File: config.mk
export PLATFORM = sky130hd
export DESIGN_NAME = cyt_rdma_hls_deadlock_reporter
export DESIGN_NICKNAME = d
export VERILOG_FILES = /design/src/rtl/cyt_rdma_deadlock_pkg.sv /design/src/rtl/cyt_rdma_deadlock_qual_cnt.sv /design/src/rtl/cyt_rdma_hls_deadlock_reporter.sv
export SDC_FILE = /design/constraint.sdc
export NUM_CORES = 1
export LEC_CHECK = 0
export CAP_MARGIN = 20
export CORE_UTILIZATION = 34
export DETAILED_ROUTE_END_ITERATION = 10
export MAX_ROUTING_LAYER = met4
export PLACE_DENSITY = 0.59
export SLEW_MARGIN = 20
export SYNTH_ARGS = -nofsm -noshare
export SYNTH_HDL_FRONTEND = slang
export SYNTH_SLANG_ARGS = --single-unit
File: constraint.sdc
create_clock -name clock -period 7.8 [get_ports clock]
set_input_delay 1.56 -clock clock [delete_from_list [all_inputs] [get_ports clock]]
set_output_delay 1.56 -clock clock [all_outputs]
set_load 0.01 [all_outputs]
File: src/rtl/cyt_rdma_deadlock_pkg.sv
// -----------------------------------------------------------------------------
// cyt_rdma_deadlock_pkg
//   Shared types for the cyt_rdma dataflow deadlock reporter.
//   - state_e  : reporter FSM states (IDLE, REPORT, HOLD)
//   - MON_ID_W : width of the reported monitor index (up to 32 monitors)
//   - report_t : latched report word {mon_id, stamp}
//   Optional feature macro used by the top: CYT_RDMA_DEADLOCK_MASK_EN.
// -----------------------------------------------------------------------------
package cyt_rdma_deadlock_pkg;

    localparam int MON_ID_W    = 5;
    localparam int RPT_STAMP_W = 32;

    typedef enum logic [1:0] {
        ST_IDLE   = 2'd0,
        ST_REPORT = 2'd1,
        ST_HOLD   = 2'd2
    } state_e;

    typedef struct packed {
        logic [MON_ID_W-1:0]    mon_id;
        logic [RPT_STAMP_W-1:0] stamp;
    } report_t;

    function automatic report_t make_report(input logic [MON_ID_W-1:0]    id,
                                            input logic [RPT_STAMP_W-1:0] st);
        report_t r;
        r.mon_id = id;
        r.stamp  = st;
        return r;
    endfunction

endpackage

File: src/rtl/cyt_rdma_deadlock_qual_cnt.sv
// -----------------------------------------------------------------------------
// cyt_rdma_deadlock_qual_cnt
//   One saturating consecutive-block counter with threshold compare.
//   Ports:
//     clock, reset  : clock, asynchronous active-low reset
//     blk           : effective block input of this monitor
//     en            : count enable (reporter is armed)
//     clr           : synchronous clear of the counter (wins over en)
//     threshold     : qualifying run length; 0 disables the hit
//     hit           : counter has reached a non-zero threshold
// -----------------------------------------------------------------------------
module cyt_rdma_deadlock_qual_cnt #(
    parameter int CNT_W = 16
) (
    input  logic             clock,
    input  logic             reset,
    input  logic             blk,
    input  logic             en,
    input  logic             clr,
    input  logic [CNT_W-1:0] threshold,
    output logic             hit
);

    logic [CNT_W-1:0] cnt_q, cnt_d;

    always_comb begin
        // NOTE: cnt_d gets a default before any branch so every path assigns
        // it; a missing default would infer a latch.
        cnt_d = cnt_q;
        if (clr) begin
            cnt_d = '0;
        end else if (en) begin
            if (!blk) begin
                cnt_d = '0;
            end else if (cnt_q != '1) begin
                cnt_d = cnt_q + CNT_W'(1);
            end
        end
    end

    // NOTE: sequential state uses non-blocking assignments only, so every
    // register samples pre-edge values regardless of block ordering.
    always_ff @(posedge clock or negedge reset) begin
        if (!reset) begin
            cnt_q <= '0;
        end else begin
            cnt_q <= cnt_d;
        end
    end

    // Threshold is compared live, so a change takes effect at the very next
    // decision edge.
    assign hit = (threshold != '0) && (cnt_q >= threshold);

endmodule

File: src/rtl/cyt_rdma_hls_deadlock_reporter.sv
// -----------------------------------------------------------------------------
// cyt_rdma_hls_deadlock_reporter
//   Qualifies sustained `block` from the per-process deadlock monitors, latches
//   the first (lowest-index) offender, emits one report word over valid/ready
//   and holds a sticky deadlock flag until software pulses clear.
//   Ports:
//     clock, reset        : clock, asynchronous active-low reset
//     mon_block[NUM_MON]  : block output of each monitor
//     mon_mask[NUM_MON]   : per-monitor mask (only with CYT_RDMA_DEADLOCK_MASK_EN)
//     threshold[CNT_W]    : consecutive-cycle qualification threshold (0 = off)
//     clear               : re-arm pulse (ignored while a report is pending)
//     rpt_valid/rpt_ready : report handshake
//     rpt_mon_id, rpt_stamp : report payload
//     deadlock            : sticky deadlock flag
//     block_any           : registered OR of the (unmasked) block inputs
//   Optional feature: define CYT_RDMA_DEADLOCK_MASK_EN to add mon_mask.
//   STAMP_W must not exceed 32 (width of the report word stamp field).
// -----------------------------------------------------------------------------
module cyt_rdma_hls_deadlock_reporter
    import cyt_rdma_deadlock_pkg::*;
#(
    parameter int NUM_MON = 8,
    parameter int CNT_W   = 16,
    parameter int STAMP_W = 32
) (
    input  logic                clock,
    input  logic                reset,
    input  logic [NUM_MON-1:0]  mon_block,
`ifdef CYT_RDMA_DEADLOCK_MASK_EN
    input  logic [NUM_MON-1:0]  mon_mask,
`endif
    input  logic [CNT_W-1:0]    threshold,
    input  logic                clear,
    output logic                rpt_valid,
    input  logic                rpt_ready,
    output logic [MON_ID_W-1:0] rpt_mon_id,
    output logic [STAMP_W-1:0]  rpt_stamp,
    output logic                deadlock,
    output logic                block_any
);

    state_e               state_q;
    report_t              rpt_q;
    logic                 rpt_valid_q;
    logic                 deadlock_q;
    logic                 block_any_q;
    logic [STAMP_W-1:0]   stamp_q;

    logic [NUM_MON-1:0]   blk_eff;
    logic [NUM_MON-1:0]   hit;
    logic                 any_hit;
    logic [MON_ID_W-1:0]  hit_idx;
    logic                 cnt_en;
    logic                 cnt_clr;

`ifdef CYT_RDMA_DEADLOCK_MASK_EN
    assign blk_eff = mon_block & ~mon_mask;
`else
    assign blk_eff = mon_block;
`endif

    // Counters run only while armed; clear is honoured everywhere except
    // during a pending report, which must complete first.
    assign cnt_en  = (state_q == ST_IDLE);
    assign cnt_clr = clear && (state_q != ST_REPORT);

    for (genvar g = 0; g < NUM_MON; g++) begin : g_mon
        cyt_rdma_deadlock_qual_cnt #(
            .CNT_W (CNT_W)
        ) u_cnt (
            .clock     (clock),
            .reset     (reset),
            .blk       (blk_eff[g]),
            .en        (cnt_en),
            .clr       (cnt_clr),
            .threshold (threshold),
            .hit       (hit[g])
        );
    end

    // Priority encoder: scanning downwards lets the lowest index win.
    always_comb begin
        any_hit = 1'b0;
        hit_idx = '0;
        for (int i = NUM_MON - 1; i >= 0; i--) begin
            if (hit[i]) begin
                any_hit = 1'b1;
                hit_idx = MON_ID_W'(i);
            end
        end
    end

    // Free-running stamp and block_any.
    always_ff @(posedge clock or negedge reset) begin
        if (!reset) begin
            stamp_q     <= '0;
            block_any_q <= 1'b0;
        end else begin
            stamp_q     <= stamp_q + STAMP_W'(1);
            block_any_q <= |blk_eff;
        end
    end

    // Reporter FSM with registered outputs.
    always_ff @(posedge clock or negedge reset) begin
        if (!reset) begin
            state_q     <= ST_IDLE;
            rpt_q       <= '0;
            rpt_valid_q <= 1'b0;
            deadlock_q  <= 1'b0;
        end else begin
            case (state_q)
                ST_IDLE: begin
                    // A clear in the same cycle re-zeroes the counters, so it
                    // also suppresses detection for that cycle.
                    if (any_hit && !clear) begin
                        rpt_q       <= make_report(hit_idx, RPT_STAMP_W'(stamp_q));
                        rpt_valid_q <= 1'b1;
                        deadlock_q  <= 1'b1;
                        state_q     <= ST_REPORT;
                    end
                end
                ST_REPORT: begin
                    if (rpt_ready) begin
                        rpt_valid_q <= 1'b0;
                        state_q     <= ST_HOLD;
                    end
                end
                ST_HOLD: begin
                    if (clear) begin
                        deadlock_q <= 1'b0;
                        state_q    <= ST_IDLE;
                    end
                end
                default: begin
                    state_q <= ST_IDLE;
                end
            endcase
        end
    end

    assign rpt_valid  = rpt_valid_q;
    assign rpt_mon_id = rpt_q.mon_id;
    assign rpt_stamp  = rpt_q.stamp[STAMP_W-1:0];
    assign deadlock   = deadlock_q;
    assign block_any  = block_any_q;

endmodule

# ---- Yosys cells after proc, flatten, opt, wreduce, memory -nomap -nowiden
# Index checks and enable logic that the tools add are counted.
dict set report totals {
  in_bits 28
  n_memories 0
  rom_bits 0
  regBits 202
  ramBits 0
  elab_cells 140
  out_inout_bits 40
  latchBits 0
}
dict set report classes {
  n_bitwise 0
  mul 0
  div 0
  order_cmp 8
  n_addsub 9
  reduce_logical 29
  n_shift 0
  n_mux 57
  n_eq_ne 22
}
# op count
set ops {}
lappend ops {{$mux W16} 32}
lappend ops {{$add A16 B1 Y16 const B} 8}
lappend ops {{$ge A16 B16 Y1} 8}
lappend ops {{$ne A16 B16 Y1 const B} 8}
lappend ops {{$add A32 B1 Y32 const B} 1}
lappend ops {{$mux W5} 6}
lappend ops {{$ne A3 B1 Y1 const B} 8}
lappend ops {{$reduce_and A2 Y1} 9}
lappend ops {{$reduce_bool A16 Y1} 1}
lappend ops {{$mux W1} 11}
lappend ops {{$logic_and A1 B1 Y1} 10}
lappend ops {{$reduce_and A3 Y1} 3}
lappend ops {{$reduce_or A8 Y1} 1}
lappend ops {{$mux W2} 3}
lappend ops {{$mux W3} 2}
lappend ops {{$pmux W2 S3} 1}
lappend ops {{$reduce_bool A2 Y1} 3}
lappend ops {{$ne A2 B1 Y1 const B} 2}
lappend ops {{$ne A2 B2 Y1 const B} 2}
lappend ops {{$pmux W1 S2} 2}
lappend ops {{$eq A2 B1 Y1 const B} 1}
lappend ops {{$eq A2 B2 Y1 const B} 1}
lappend ops {{$logic_not A2 Y1} 1}
lappend ops {{$logic_not A1 Y1} 1}

# ---- Depth between registers and ports, before layout
dict set report depth {
  word_depth 13
  ltp_mapped 11
  depth_no_buf 10
}

# ---- Cells and area by module
# From an unflattened synthesis, not the netlist that was laid out.
dict set report hier_totals {
  cells_unflattened 1618
  area_unflattened_um2 14747.9
}
# module n_inst area_each_um2 cells_each
set modules_own_cells {}
lappend modules_own_cells {{cyt_rdma_deadlock_qual_cnt at g_mon[0].u_cnt ...} 7 1456.4 172}
lappend modules_own_cells {cyt_rdma_hls_deadlock_reporter 1 2994.1 234}
lappend modules_own_cells {{cyt_rdma_deadlock_qual_cnt at g_mon[4].u_cnt} 1 1559.0 180}

# ---- Worst setup path before layout
# No wires, ideal clock.
dict set report synth_path {
  path_kind {input-to-reg}
  from {in threshold[6]}
  to {reg rpt_q, in the netlist rpt_stamp[10]}
  setup_time_ns 0.125
  path_stages 11
  arrival_time_ns 3.813
  path_slack_ns 3.861
  path_buffers 1
  cell_sequence {inv_1 -> ha_1 -> and4_1 -> o21ai_1 -> or4_4 -> o211ai_2 -> nor2_2 -> a21o_1 -> a21oi_4 -> buf_12 -> mux2_4}
}
dict set report synth_between {
  elab_chain_cells 12
  word_cells_on_any_way 27
}
# element line_no
set synth_rtl {}
lappend synth_rtl {{from (decl)} cyt_rdma_hls_deadlock_reporter.sv:32} ;# input logic [CNT_W-1:0] threshold,
lappend synth_rtl {{$ge A16 B16 Y1 / $reduce_bool A16 Y1 (equally long branches)} cyt_rdma_deadlock_qual_cnt.sv:53} ;# assign hit = (threshold != '0) && (cnt_q >= threshold);
lappend synth_rtl {{$logic_and A1 B1 Y1} cyt_rdma_deadlock_qual_cnt.sv:53}
lappend synth_rtl {{$mux W1 (7 in series)} cyt_rdma_hls_deadlock_reporter.sv:86} ;# if (hit[i]) begin
lappend synth_rtl {{$mux W1 (*)} cyt_rdma_hls_deadlock_reporter.sv:86}
lappend synth_rtl {{$logic_and A1 B1 Y1 (*)} cyt_rdma_hls_deadlock_reporter.sv:116} ;# if (any_hit && !clear) begin
lappend synth_rtl {{$reduce_and A2 Y1 (no source line) (*)} -}
lappend synth_rtl {{to (signal assigned)} cyt_rdma_hls_deadlock_reporter.sv:117} ;# rpt_q <= make_report(hit_idx, RPT_STAMP_W'(stamp_q));
lappend synth_rtl {{to (decl)} cyt_rdma_hls_deadlock_reporter.sv:43} ;# report_t rpt_q;
# Mark *: on every way between the ends. The rest lies on a longest branch, timed or not.
# A chain may end at the register's enable or synchronous reset.

# ---- Final worst setup path
dict set report layout_path {
  from {in threshold[0]}
  to {reg rpt_q, in the netlist rpt_stamp[31]}
}
# Same word-level chain as after synthesis.

==> run_results.csv <==
group,metric,value,unit
status,outcome,"finished, final reports clean",
floorplanning,fp.dieH,191.2,um
final_layout,layout.cells.most_common_list,"sky130_fd_sc_hd__dfrtp_1 (200), sky130_fd_sc_hd__nor2_1 (141), sky130_fd_sc_hd__ha_1 (137)",
drt,detail_route.wirelength,30130,um
cts,hold_buffer_count_at_cts,0,
cts,numClockSinks,200,
worst_setup_path,critPathCaptureType,"register",
sta,finalCritPeriodShare,0.6642,
sta,max-slew-margin-rel,0.2903,
drt,vias_per_cell,5.274,
worst_setup_path,timing.critical_path.from_type,"input pin",
worst_setup_path,critPathRequiredTime,8.14,ns
sta,report.final.hold_viol_count,0,
sta,timing.clock.skew,0.01454,ns
synth,synth-seq-cells,200,
final_layout,area_growth_syn_to_layout,14.47,%
cts,cts_clk_pin_slew_worst_paths,0.08,ns
worst_setup_path,critical_path.slowest_cell,"sky130_fd_sc_hd__clkdlybuf4s50_1",
final_layout,post_route_cells_drive_above_1_share,0.07511,
placement,port_buffers,65,
worst_setup_path,cp_cell_sequence,"clkdlybuf4s50_1 -> ha_1 -> or3b_2 -> o2111ai_1 -> a31o_2 -> a211oi_1 -> nor2_1 -> and3_4 -> a21oi_4 -> buf_4 -> mux2_2",
pwr,report.power.total,2177,uW
synth,synth_cell_type_count,70,
sta,post-route-min-period,5.181,ns
drt,detail_route.wl_per_cell,16.99,um
global_route,globalRoute.totalOverflow,0,
global_route,grt_pass1_vias,9371,
global_route,grt_max_degree,83,
floorplanning,ios,68,
drt,drtAntennaViolNets,0,
pwr,power.density_cell_area,156.2,nW/um^2
worst_hold_path,hp-class,"register to register",
sta,rsz_0062_raised_after_global_routing,"false",
worst_setup_path,worstPathMaxFanout,20,
drt,detail_route.drc_violations,0,
drt,number_of_optimization_iterations_in_the_first_detailed_route_pass,5,
synth,synth.cell_area,12180,sq um
worst_setup_path,timing.setup.critical_path_class,"input pin to register",
pwr,static_leakage,0.006265,uW
cts,worst_skew_pair.late_latency,0.45,ns
synth,async_set_or_reset_register_ratio_after_synthesis,1.000,
cts,ctsRootBufferMaster,"sky130_fd_sc_hd__clkbuf_16",
floorplanning,effective_utilization_at_floorplan,0.3490,
drt,first_iter_violations,464,
job,cap_violations,0,
final_layout,mostFrequentLayoutCell,"sky130_fd_sc_hd__dfrtp_1",
final_layout,final_net_count,1470,
synth,post_synth.cell_area_avg,9.859,sq um
sta,report.final.setup_viol,0,
synth,synthesis.yosys.warnings,0,
cts,cts-root-to-sink-buffers,2,
final_layout,num-fill-cells,3460,
floorplanning,die-area,36570,sq um
floorplanning,core-area,34880,sq um
sta,maxSlewViolCount,0,
synth,edff_count_synth,0,
cts,cts_tree,"yes",
worst_setup_path,cp_top_family,"compound AO/OA/AOI/OAI gates",
cts,cts.repair.resized,0,
floorplanning,num_rows,68,
placement,gp_routability_congestion,0.8586,
cts,tritoncts.num_buffers,17,
cts,cts_htree_levels,4,
synth,ys.flop_type,"sky130_fd_sc_hd__dfrtp_1",
pwr,ir_drop,159.7,uV
drt,via_count_of_the_routed_design,9350,
sta,worst_slew_pin_slew,1.065,ns
floorplanning,die_width,191.2,um
global_route,initial_antenna_violation_count,0,
synth,seq_area_frac_synth,0.4111,
global_route,grt_first_pass_wirelength,49880,um
global_route,grtUsageTotal,0.1792,
cts,post-cts-setup-buffers,0,
worst_setup_path,crit_buf_inv,2,
sta,fin_setup_tns,0,ns
final_layout,antenna_cells,0,
worst_setup_path,worst_path_largest_cell_delay,0.79,ns
worst_setup_path,worstPathArrival,5.52,ns
sta,f_max,0.1930,GHz
synth,synthCells,1235,
placement,dp_hpwl,21690,um
## cells by family after synthesis
group,count (synthesis),share of synthesized area
adders and majority gates,137,0.1408
other,1,0.0003080
muxes,36,0.04080
buffers and inverters,65,0.02456
DFF,200,0.4111
AOI/OAI and AO/OA,194,0.1055
and+or+nand+nor,480,0.1892
xor gates and xnor gates,122,0.08776
## state kept, by name, summed over array words and instances (netlist names)
register           flops
rpt_stamp             32
g_mon.u_cnt.cnt_q    128
deadlock               1
rpt_valid              1
state_q                2
block_any              1
stamp_q               32
rpt_mon_id             3
## report_power, final
part	switching [uW]	internal [uW]	total (uW)
clock network	469	434	903
registers	20.4	1060	1080
logic	117	79.3	197
## Yosys cell counts (3+ instances only)
master                      instances  area share
sky130_fd_sc_hd__or3_1             15      0.0077
sky130_fd_sc_hd__nor2b_1            6      0.0031
sky130_fd_sc_hd__buf_2              3      0.0012
sky130_fd_sc_hd__nand2b_1           5      0.0026
sky130_fd_sc_hd__a41o_1             3      0.0025
sky130_fd_sc_hd__and4_1            12      0.0086
sky130_fd_sc_hd__inv_1             43       0.013
sky130_fd_sc_hd__nand2_1          124       0.038
sky130_fd_sc_hd__nor3_1            22      0.0090
sky130_fd_sc_hd__o31ai_1            4      0.0025
sky130_fd_sc_hd__nand3_1           70       0.029
sky130_fd_sc_hd__a31oi_1            4      0.0021
sky130_fd_sc_hd__a41oi_1            3      0.0022
sky130_fd_sc_hd__o211ai_1           7      0.0043
sky130_fd_sc_hd__xnor2_1           57       0.041
sky130_fd_sc_hd__a21oi_1           59       0.024
sky130_fd_sc_hd__xor2_1            65       0.047
sky130_fd_sc_hd__mux2_2             9      0.0083
sky130_fd_sc_hd__and3_1            17      0.0087
sky130_fd_sc_hd__and2_1             5      0.0026
sky130_fd_sc_hd__a21o_1            10      0.0062
sky130_fd_sc_hd__ha_1             137        0.14
sky130_fd_sc_hd__nor2_1           141       0.043
sky130_fd_sc_hd__nor4_1            13      0.0067
sky130_fd_sc_hd__a211oi_1          13      0.0080
sky130_fd_sc_hd__mux2_4            25       0.031
sky130_fd_sc_hd__clkbuf_1          13      0.0040
sky130_fd_sc_hd__nand4_1           31       0.016
sky130_fd_sc_hd__or2_2              4      0.0021
sky130_fd_sc_hd__dfrtp_1          200        0.41
sky130_fd_sc_hd__o21ai_0           48       0.020
sky130_fd_sc_hd__o21a_1             5      0.0031
sky130_fd_sc_hd__o2111ai_1          7      0.0050
sky130_fd_sc_hd__o21ai_1            4      0.0016
## path summary, 6_finish.rpt
check                                                     start                             endpoint  slack [ns]  depth (start not counted)
min                                       stamp_q[31]$_DFF_PN0_                stamp_q[31]$_DFF_PN0_        0.48                          1
max                                                threshold[0]            rpt_stamp[31]$_DFFE_PN0P_        2.62                         11
min in group asynchronous                                 reset  g_mon[0].u_cnt.cnt_q[2]$_DFFE_PN0P_        1.10                          1
min reg2reg                               stamp_q[31]$_DFF_PN0_                stamp_q[31]$_DFF_PN0_        0.48                          1
max reg2reg                g_mon[0].u_cnt.cnt_q[11]$_DFFE_PN0P_            rpt_stamp[31]$_DFFE_PN0P_        4.12                         10
max in group asynchronous                                 reset  g_mon[4].u_cnt.cnt_q[9]$_DFFE_PN0P_        5.34                          2
## metal layers
metal,share of wire,global-route usage
met2,0.45,0.2769
met3,0.046,0.02607
met4,0.018,0.04976
met1,0.48,0.2436
met5,0,-
## stage by stage
stage               hold slack [ns]  area, sq um  utilization  setup WS (ns)  cells
global placement             0.4688        13320       0.3818          2.183   1741
finish                       0.4791        13940       0.3995          2.619   1773
global route                 0.4924        13940       0.3995          2.468   1773
CTS                          0.4867        13930       0.3992          2.662   1773
floorplan                    0.4402        12180            -          3.861   1236
detailed placement           0.4714        13320       0.3819          2.194   1741
## cell type report
class | count | area (sq um) | share of cell area
multi-input cells | 971 | 6890 | 0.4944
flip-flops and latches | 200 | 5005 | 0.3591
repair buffers | 72 | 706.9 | 0.05072
well taps | 455 | 569.3 | 0.04085
clock buffers | 17 | 425.4 | 0.03052
clock inverters | 15 | 178.9 | 0.01284
inverters | 43 | 161.4 | 0.01158
Power figures use the tool's default switching activity.
